`config.mk`:
```
export PLATFORM = sky130hd
export DESIGN_NAME = boot_loader
export DESIGN_NICKNAME = d
export VERILOG_FILES = /design/src/rtl/boot_loader_pkg.sv /design/src/rtl/boot_loader_byte_packer.sv /design/src/rtl/boot_loader.sv
export SDC_FILE = /design/constraint.sdc
export NUM_CORES = 1
export LEC_CHECK = 0
export BUFFER_PORTS_ARGS = -buffer_cell sky130_fd_sc_hd__buf_2
export CAP_MARGIN = 25
export CORE_ASPECT_RATIO = 0.7
export CORE_MARGIN = 3
export CORE_UTILIZATION = 60
export DETAILED_ROUTE_END_ITERATION = 10
export GPL_ROUTABILITY_DRIVEN = 0
export PLACE_DENSITY = 0.8
export SYNTH_ARGS = -nofsm -noshare
export SYNTH_HDL_FRONTEND = slang
export SYNTH_SLANG_ARGS = --single-unit
export TNS_END_PERCENT = 10
```
`constraint.sdc`:
```
create_clock -name clk -period 7.7 [get_ports clk]
set_input_delay 1.54 -clock clk [delete_from_list [all_inputs] [get_ports clk]]
set_output_delay 1.54 -clock clk [all_outputs]
set_load 0.02 [all_outputs]
```
`src/rtl/boot_loader_pkg.sv`:
```
// Shared types and constants for the boot loader: FSM state encoding,
// error codes and byte-lane positions within a big-endian word.
package boot_loader_pkg;

  typedef enum logic [2:0] {
    ST_IDLE  = 3'd0,
    ST_LEN   = 3'd1,
    ST_LOAD  = 3'd2,
    ST_CSUM  = 3'd3,
    ST_DONE  = 3'd4,
    ST_ERROR = 3'd5
  } state_e;

  localparam logic [1:0] ERR_NONE = 2'b00;
  localparam logic [1:0] ERR_LEN  = 2'b01;
  localparam logic [1:0] ERR_CSUM = 2'b10;

  // Byte-lane index in arrival order; lane 0 carries bits [31:24].
  localparam logic [1:0] LANE_MSB  = 2'd0;
  localparam logic [1:0] LANE_LAST = 2'd3;

endpackage

```
`src/rtl/boot_loader_byte_packer.sv`:
```
// Collects four accepted bytes (first byte most significant) and presents
// the completed 32-bit word together with a one-cycle word_valid strobe.
module boot_loader_byte_packer
  import boot_loader_pkg::*;
(
  input  logic        clk,
  input  logic        rst,
  input  logic        clr,
  input  logic        byte_valid,
  input  logic [7:0]  byte_data,
  output logic        word_valid,
  output logic [31:0] word
);

  logic [1:0]  cnt_q, cnt_d;
  logic [23:0] shift_q, shift_d;

  // The fourth byte is forwarded combinationally so the word is usable on its own handshake.
  assign word_valid = byte_valid && (cnt_q == LANE_LAST);
  assign word       = {shift_q, byte_data};

  // Byte counter and shift register next-state.
  always_comb begin
    cnt_d   = cnt_q;
    shift_d = shift_q;
    if (clr) begin
      cnt_d   = LANE_MSB;
      shift_d = 24'h00_0000;
    end else if (byte_valid) begin
      cnt_d   = cnt_q + 2'd1;
      shift_d = {shift_q[15:0], byte_data};
    end else begin
      cnt_d   = cnt_q;
      shift_d = shift_q;
    end
  end

  // Packer state registers.
  always_ff @(posedge clk or posedge rst) begin
    if (rst) begin
      cnt_q   <= LANE_MSB;
      shift_q <= 24'h00_0000;
    end else begin
      cnt_q   <= cnt_d;
      shift_q <= shift_d;
    end
  end

endmodule

```
`src/rtl/boot_loader.sv`:
```
// Byte-stream boot loader: length header, big-endian payload words into the
// instruction memory, CPU held in reset until done. BOOT_CHECKSUM_EN adds a trailing checksum word.
module boot_loader
  import boot_loader_pkg::*;
#(
  parameter logic [31:0] BASE_ADDR = 32'h0000_0000,
  parameter int unsigned MAX_WORDS = 256,
  parameter int unsigned CNT_W     = 9
) (
  input  logic             clk,
  input  logic             Reset,
  input  logic             start,
  input  logic             in_valid,
  input  logic [7:0]       in_data,
  output logic             in_ready,
  output logic             im_we,
  output logic [31:0]      im_addr,
  output logic [31:0]      im_wdata,
  output logic             cpu_reset,
  output logic             done,
  output logic             error,
  output logic [1:0]       err_code,
  output logic [CNT_W-1:0] word_count
);

  localparam logic [31:0] MAX_WORDS_W = 32'(MAX_WORDS);

`ifdef BOOT_CHECKSUM_EN
  localparam state_e ST_AFTER_PAYLOAD = ST_CSUM;
`else
  localparam state_e ST_AFTER_PAYLOAD = ST_DONE;
`endif

  state_e             state_q, state_d;
  logic [31:0]        len_q, len_d;
  logic [CNT_W-1:0]   wcnt_q, wcnt_d;
  logic               in_ready_q, in_ready_d;
  logic               im_we_q, im_we_d;
  logic [31:0]        im_addr_q, im_addr_d;
  logic [31:0]        im_wdata_q, im_wdata_d;
  logic               cpu_reset_q, cpu_reset_d;
  logic               done_q, done_d;
  logic               error_q, error_d;
  logic [1:0]         err_q, err_d;
`ifdef BOOT_CHECKSUM_EN
  logic [31:0]        csum_q, csum_d;
`endif

  logic               accept;
  logic               pack_clr;
  logic               word_valid;
  logic [31:0]        word;
  logic [31:0]        wcnt_ext;

  assign accept   = in_valid && in_ready_q;
  assign wcnt_ext = {{(32-CNT_W){1'b0}}, wcnt_q};

  boot_loader_byte_packer u_packer (
    .clk        (clk),
    .rst        (Reset),
    .clr        (pack_clr),
    .byte_valid (accept),
    .byte_data  (in_data),
    .word_valid (word_valid),
    .word       (word)
  );

  // Next-state and output decode; status outputs follow the state being entered.
  always_comb begin
    state_d    = state_q;
    len_d      = len_q;
    wcnt_d     = wcnt_q;
    im_we_d    = 1'b0;
    im_addr_d  = im_addr_q;
    im_wdata_d = im_wdata_q;
    err_d      = err_q;
    pack_clr   = 1'b0;
`ifdef BOOT_CHECKSUM_EN
    csum_d     = csum_q;
`endif
    case (state_q)
      ST_IDLE, ST_DONE, ST_ERROR: begin
        if (start) begin
          state_d  = ST_LEN;
          wcnt_d   = {CNT_W{1'b0}};
          err_d    = ERR_NONE;
          pack_clr = 1'b1;
`ifdef BOOT_CHECKSUM_EN
          csum_d   = 32'h0000_0000;
`endif
        end else begin
          state_d = state_q;
        end
      end
      ST_LEN: begin
        if (word_valid) begin
          len_d = word;
          if (word == 32'h0000_0000) begin
            state_d = ST_AFTER_PAYLOAD;
          end else if (word > MAX_WORDS_W) begin
            state_d = ST_ERROR;
            err_d   = ERR_LEN;
          end else begin
            state_d = ST_LOAD;
          end
        end else begin
          state_d = ST_LEN;
        end
      end
      ST_LOAD: begin
        if (word_valid) begin
          im_we_d    = 1'b1;
          im_wdata_d = word;
          im_addr_d  = BASE_ADDR + {wcnt_ext[29:0], 2'b00};
          wcnt_d     = wcnt_q + {{(CNT_W-1){1'b0}}, 1'b1};
`ifdef BOOT_CHECKSUM_EN
          csum_d     = csum_q + word;
`endif
          // len_q is at least 1 here, so the subtraction cannot wrap.
          if (wcnt_ext == (len_q - 32'd1)) begin
            state_d = ST_AFTER_PAYLOAD;
          end else begin
            state_d = ST_LOAD;
          end
        end else begin
          state_d = ST_LOAD;
        end
      end
`ifdef BOOT_CHECKSUM_EN
      ST_CSUM: begin
        if (word_valid) begin
          if (word == csum_q) begin
            state_d = ST_DONE;
          end else begin
            state_d = ST_ERROR;
            err_d   = ERR_CSUM;
          end
        end else begin
          state_d = ST_CSUM;
        end
      end
`endif
      default: begin
        state_d = ST_IDLE;
      end
    endcase

    in_ready_d  = (state_d == ST_LEN) || (state_d == ST_LOAD) || (state_d == ST_CSUM);
    done_d      = (state_d == ST_DONE);
    error_d     = (state_d == ST_ERROR);
    cpu_reset_d = (state_d != ST_DONE);
  end

  // State, counters and registered outputs.
  always_ff @(posedge clk or posedge Reset) begin
    if (Reset) begin
      state_q     <= ST_IDLE;
      len_q       <= 32'h0000_0000;
      wcnt_q      <= {CNT_W{1'b0}};
      in_ready_q  <= 1'b0;
      im_we_q     <= 1'b0;
      im_addr_q   <= BASE_ADDR;
      im_wdata_q  <= 32'h0000_0000;
      cpu_reset_q <= 1'b1;
      done_q      <= 1'b0;
      error_q     <= 1'b0;
      err_q       <= ERR_NONE;
    end else begin
      state_q     <= state_d;
      len_q       <= len_d;
      wcnt_q      <= wcnt_d;
      in_ready_q  <= in_ready_d;
      im_we_q     <= im_we_d;
      im_addr_q   <= im_addr_d;
      im_wdata_q  <= im_wdata_d;
      cpu_reset_q <= cpu_reset_d;
      done_q      <= done_d;
      error_q     <= error_d;
      err_q       <= err_d;
    end
  end

`ifdef BOOT_CHECKSUM_EN
  // Running modulo-2^32 sum of payload words.
  always_ff @(posedge clk or posedge Reset) begin
    if (Reset) begin
      csum_q <= 32'h0000_0000;
    end else begin
      csum_q <= csum_d;
    end
  end
`endif

  assign in_ready   = in_ready_q;
  assign im_we      = im_we_q;
  assign im_addr    = im_addr_q;
  assign im_wdata   = im_wdata_q;
  assign cpu_reset  = cpu_reset_q;
  assign done       = done_q;
  assign error      = error_q;
  assign err_code   = err_q;
  assign word_count = wcnt_q;

endmodule
```
==> reports/metrics.csv, run 1 <==
metric,value,unit
global_route.overflow_total,0,
relSlewSlack,0.304,
finClkSkew,6.45,ps
grt_pass1_wl,21300,um
timing.final.hold_violations,0,
cts.root.buffer_cell,clkbuf_16,
synth_warnings,0,
io_buffer_count,67,
total_leakage_power,3.20,nW
die_h,86.8,um
tightestPinTransition,1040,ps
met2_routed_wl,5930,um
worstSetupEndpointType,register,
start_util,0.639,
worstPathCellList,"buf_2, nand3_1, nor2_4, buf_4, o2111ai_1, or3_1, a21oi_1",
yosys_most_used_dff,dfrtp_1,
syn2layout_area_growth,17.4,%
cts_htree_levels,4,
cts_hold_repair.buffers,0,
arrival,3750,ps
outcome,"complete, no violations",
clkLatencyLatePin,410,ps
synth_async_sr_flop_share,1.00,
pin_count,92,
route.detailed.vias_per_inst,6.06,
crit_path_start_kind,input pin,
min_setup_slack_post_route,4290,ps
routed.top_layer,met4,
clock_sinks,117,
worst-path-buf-inv,2,
powerDensity,359,nW/um^2
yosys_register_bits,117,
drcViolationCount,0,
placementRows,28,
timing.setup.tns,0,ps
buffers_from_clock_root_to_sink_at_most,2,
die_area,10500,um^2
syn_area_per_cell,11.0,um^2
dp_hpwl,8990,um
setup_viol,0,
grt_pass1_vias,4163,
critical_path.top_delay_family,simple AND/OR/NAND/NOR gates,
antenna_cells_inserted,0,
floorplan.die.width,121,um
place_ws,3900,ps
grt_antenna_before_repair,0,
slowest_delay,520,ps
fin_nets,593,
dr_wl_met3,1280,um
required_time_of_the_critical_path,8030,ps
syn_inst,509,
clock_tree_from_tritoncts,yes,
peakVddDrop,0.000202,V
layout_worst_path_cycle_share,0.443,
detail_route.wirelength.met1,5790,um
maximum_number_of_pins_on_one_net_before_global_route_repair,78,
synth_enable_flop_cells,0,
antenna_violating_nets_left,0,
timing.setup.critical_path_class,input pin to register,
clkSlewWorstSetupHoldPaths,50,ps
synth-seq-area-share,0.524,
utilization,0.750,
critical-path-slowest-cell,nor2_4,
rsz0062_at_grt,false,
drt_wirelength,13100,um
avgRoutedWirePerCell,18.5,um
min_path_type,register to register,
final_area,6570,um^2
coreArea,8760,um^2
post-cts-setup-buffer-count,0,
dr_total_vias,4303,
max_freq,293,MHz
starting_drc_count_in_detailed_routing,406,
global_route_usage_sum,0.264,
final_max_slew_viols,0,
dr.pass1.iters,5,
synth.lib_cells_used.distinct,58,
cts_resized,0,
cts_made_buffers,17,
mappedNetlistArea,5590,um^2
final_critical_delay_including_setup_and_external_delays,3410,ps
critical_path_peak_fanout,32,
post_dp_cell_area,5930,um^2
drive_above_1_share,0.307,
drv_cap,0,
## cells in the final DEF, fill, tap and decap left out, drive strengths merged, types with 3 or more instances in the layout
master    synthesis  routed
a211oi            3       3
a21o              3       3
a21oi            30      30
a31oi             3       3
and4              3       3
buf              32      73
clkbuf           14      24
clkinvlp          0       3
conb              1      24
dfrtp           116     116
ha                3       3
inv               5       5
mux2             71      71
nand2            72      72
nand2b            6       6
nand3             5       5
nand3b            4       4
nand4            12      12
nor2             18      18
nor3             11      11
nor4             19      19
o21ai            17      17
o22ai             3       3
or3               9       9
xnor2             8       8
xor2              9       9
## cell usage after synthesis (4+ instances only)
cell type,instances,share of area
o21ai_0,16,0.014
xor2_1,9,0.014
nor2_1,18,0.012
nor3_1,11,0.0098
inv_1,5,0.0034
nor4_1,18,0.020
xnor2_1,8,0.013
nand3b_1,4,0.0054
mux2_2,71,0.14
buf_4,24,0.032
dfrtp_1,116,0.52
nand2b_1,6,0.0067
nand4_1,12,0.013
or3_1,8,0.0089
nand3_1,5,0.0045
buf_1,5,0.0034
nand2_1,72,0.048
a21oi_1,30,0.027
clkbuf_1,14,0.0094
## where the power goes
group | switching, mW | internal, mW
Sequential | 0.223 | 0.765
Clock | 0.264 | 0.508
Combinational | 0.340 | 0.259
## path summary, 6_finish.rpt
check	to	from	slack, ps	cells past startpoint
worst min register to register	im_addr[5]$_DFFE_PP0P_	im_addr[5]$_DFFE_PP0P_	500	1
worst max-delay path	word_count[7]$_DFFE_PP0P_	in_valid	4290	7
worst min-delay path	im_addr[5]$_DFFE_PP0P_	im_addr[5]$_DFFE_PP0P_	500	1
min in group asynchronous	im_wdata[1]$_DFFE_PP0P_	Reset	1160	2
max in group asynchronous	len_q[22]$_DFFE_PP0P_	Reset	5440	4
worst max register to register	in_ready$_DFF_PP0_	len_q[0]$_DFFE_PP0P_	4360	8
## per-stage QoR
| step | hold slack (ps) | cells | power [mW] |
|---|---|---|---|
| 2_1_floorplan | 480 | 532 | 1.39 |
| 3_5_place_dp | 490 | 677 | 1.56 |
| 4_1_cts | 502 | 708 | 2.35 |
| 3_3_place_gp | 473 | 677 | 1.52 |
| 6_report | 500 | 710 | 2.36 |
| 5_1_grt | 510 | 710 | 2.48 |
## metal layers
layer / up-vias / GRT usage
met5: - / 0
met4: 0 / 0.0916
met3: 16 / 0.0828
met2: 233 / 0.391
met1: 2127 / 0.373
li1: 1927 / -
## cells by family (layout without fill, tap and decap cells)
kind of cell	after synthesis	in the layout	share of synthesized area
AOI/OAI and AO/OA	74	74	0.0843
muxes	71	71	0.143
other	1	24	0.000670
adders and majority gates	3	3	0.00671
and+or+nand+nor	175	175	0.163
buffers and inverters	51	109	0.0521
DFF	117	117	0.524
xor gates and xnor gates	17	17	0.0266
## final cells by class
class	count	area [um^2]
Sequential cell	117	2930
Multi-Input combinational cell	364	2470
Fill cell	607	2190
Clock buffer	24	492
Timing Repair Buffer	73	413
Tap cell	120	150
Clock inverter	7	96.3
Inverter	5	21.3
## registers in the layout, indices dropped and copies added (netlist names), 2 cells and up
| signal | count |
|---|---|
| im_addr | 9 |
| im_wdata | 32 |
| state_q | 3 |
| u_packer.cnt_q | 2 |
| u_packer.shift_q | 24 |
| len_q | 32 |
| word_count | 9 |
(Power assumes the default switching activity.)
==> inputs of run 2 (changes only) <==
- CORE_UTILIZATION: 60 -> 51
- PLACE_DENSITY: 0.8 -> 0.72
- clock period: 7.7 -> 2.8 ns (I/O delays scaled with it)
==> run 2 against run 1 <==
Against the previous run:
- setup slack lost 4300 ps
- count of clock-buffer cells in the layout shrank 3
- sequential power grew to 2.7 times the previous value
- critical path type is now register to register
- largest power group unchanged
==> reports/metrics.csv, run 2 (synthesis gave the netlist of run 1 again) <==
metric,value,unit
arrival,3140,ps
rsz0062_at_grt,true,
dp_hpwl,9380,um
critical_path.reg2reg.endpoint,cpu_reset$_DFF_PP1_,
route.detailed.vias_per_inst,5.69,
required_time_of_the_critical_path,3140,ps
peakVddDrop,0.000492,V
floorplan.die.width,131,um
cts_htree_levels,4,
timing.final.hold_violations,0,
comb_power_share,0.264,
setup_viol,0,
grt_pass1_wl,21800,um
finClkSkew,6.42,ps
buffers_from_clock_root_to_sink_at_most,2,
grt_pass1_vias,4111,
layout_commonest_cell,dfrtp_1,
global_route.overflow_total,0,
relSlewSlack,0.405,
drive_above_1_share,0.330,
regToRegSetupSlack,9,ps
reg2reg_from,len_q[1]$_DFFE_PP0P_,
die_h,93.6,um
syn2layout_area_growth,19.5,%
post-cts-setup-buffer-count,0,
critPathLaunch,len_q[1]$_DFFE_PP0P_,
utilization,0.636,
critical_path.top_delay_family,simple AND/OR/NAND/NOR gates,
drcViolationCount,0,
dr_total_vias,4258,
share_seq_of_total_power,0.411,
cts_hold_repair.buffers,0,
cts.root.buffer_cell,clkbuf_16,
tightestPinTransition,890,ps
placementRows,31,
clock_tree_from_tritoncts,yes,
antenna_violating_nets_left,0,
max_freq,358,MHz
internal_power,4.22,mW
worstPathCellList,"or4_4, or3_1, a311oi_2, and4bb_1, and4_1, nand4b_2, a21o_1",
pin_count,92,
switching_share,0.358,
power.net_switching,2.35,mW
post_dp_cell_area,6080,um^2
drv_cap,0,
global_route_usage_sum,0.228,
powerDensity,982,nW/um^2
fin_nets,602,
cts_made_buffers,17,
critical-path-slowest-cell,or4_4,
slowest_delay,600,ps
critical_path_peak_fanout,8,
final_cell_mix,"dfrtp_1, nand2_1, mux2_2, buf_2, a21oi_1",
pwr-share-clk,0.324,
critical_path_cell_count,7,
grt_antenna_before_repair,0,
final_max_slew_viols,0,
layout_worst_path_cycle_share,0.997,
worst-path-buf-inv,0,
crit_path_start_kind,register,
avgRoutedWirePerCell,18.1,um
worstSetupEndpointType,register,
io_buffer_count,67,
start_util,0.532,
starting_drc_count_in_detailed_routing,289,
final_critical_delay_including_setup_and_external_delays,2790,ps
dr.pass1.iters,5,
antenna_cells_inserted,0,
drt_wirelength,13600,um
clkLatencyLatePin,420,ps
min_path_type,input pin to async pin,
coreArea,10500,um^2
clkSlewWorstSetupHoldPaths,50,ps
total_leakage_power,3.24,nW
maximum_number_of_pins_on_one_net_before_global_route_repair,40,
endpoint,cpu_reset$_DFF_PP1_,
outcome,"complete, no violations",
clock_sinks,117,
reg2regPathDepth,7,
die_area,12300,um^2
final_area,6690,um^2
timing.setup.critical_path_class,register to register,
## run 2: per-stage QoR
stage | TNS (ps) | std cells | setup WS [ps] | hold slack, ps | total power [mW]
after CTS | 0 | 748 | 49.3 | 328 | 6.55
final | 0 | 748 | 8.86 | 313 | 6.57
after floorplan | 0 | 532 | 193 | 480 | 3.82
after global routing | -4.41 | 748 | -4.41 | 356 | 6.92
after global placement | 0 | 716 | 198 | 476 | 4.27
after detailed placement | 0 | 716 | 54.2 | 483 | 4.37
## run 2: cell type report
cell class,count,area (um^2)
clock inverter,11,125
fill,852,3820
timing repair buffer,82,473
clock buffer,21,460
sequential,117,2930
inverter,5,22.5
tap,148,185
multi-input combinational,364,2490
## run 2: repair_timing
action / in CTS / in global routing
pin swaps: 0 / 2
endpoints found under the setup margin: 5 / 6
resized for setup: 1 / 5
## run 2: power groups by stage
stage / registers [mW] / clock network (mW) / logic, mW
after global placement: 2.67 / 0 / 1.60
after global routing: 2.77 / 2.25 / 1.90
final: 2.70 / 2.13 / 1.73
after floorplan: 2.49 / 0 / 1.33
after detailed placement: 2.70 / 0 / 1.67
after CTS: 2.68 / 2.16 / 1.71
## run 2: metal layers
metal / GRT usage / vias up / share of wire
li1: - / 1940 / -
met1: 0.327 / 2106 / 0.47
met2: 0.334 / 186 / 0.44
met3: 0.0661 / 26 / 0.073
met4: 0.0760 / 0 / 0.019
met5: 0 / - / 0
## run 2: worst min path at each step
| stage | slack [ps] | start | cells past startpoint | end |
|---|---|---|---|---|
| 2_1_floorplan | 480 | len_q[23]$_DFFE_PP0P_ | 1 | len_q[23]$_DFFE_PP0P_ |
| 3_3_place_gp | 480 | err_code[0]$_DFFE_PP0P_ | 2 | err_code[0]$_DFFE_PP0P_ |
| 3_5_place_dp | 480 | err_code[0]$_DFFE_PP0P_ | 2 | err_code[0]$_DFFE_PP0P_ |
| 4_1_cts | 330 | Reset | 2 | im_wdata[3]$_DFFE_PP0P_ |
| 5_1_grt | 360 | Reset | 2 | im_wdata[3]$_DFFE_PP0P_ |
| 6_report | 310 | Reset | 2 | im_wdata[3]$_DFFE_PP0P_ |
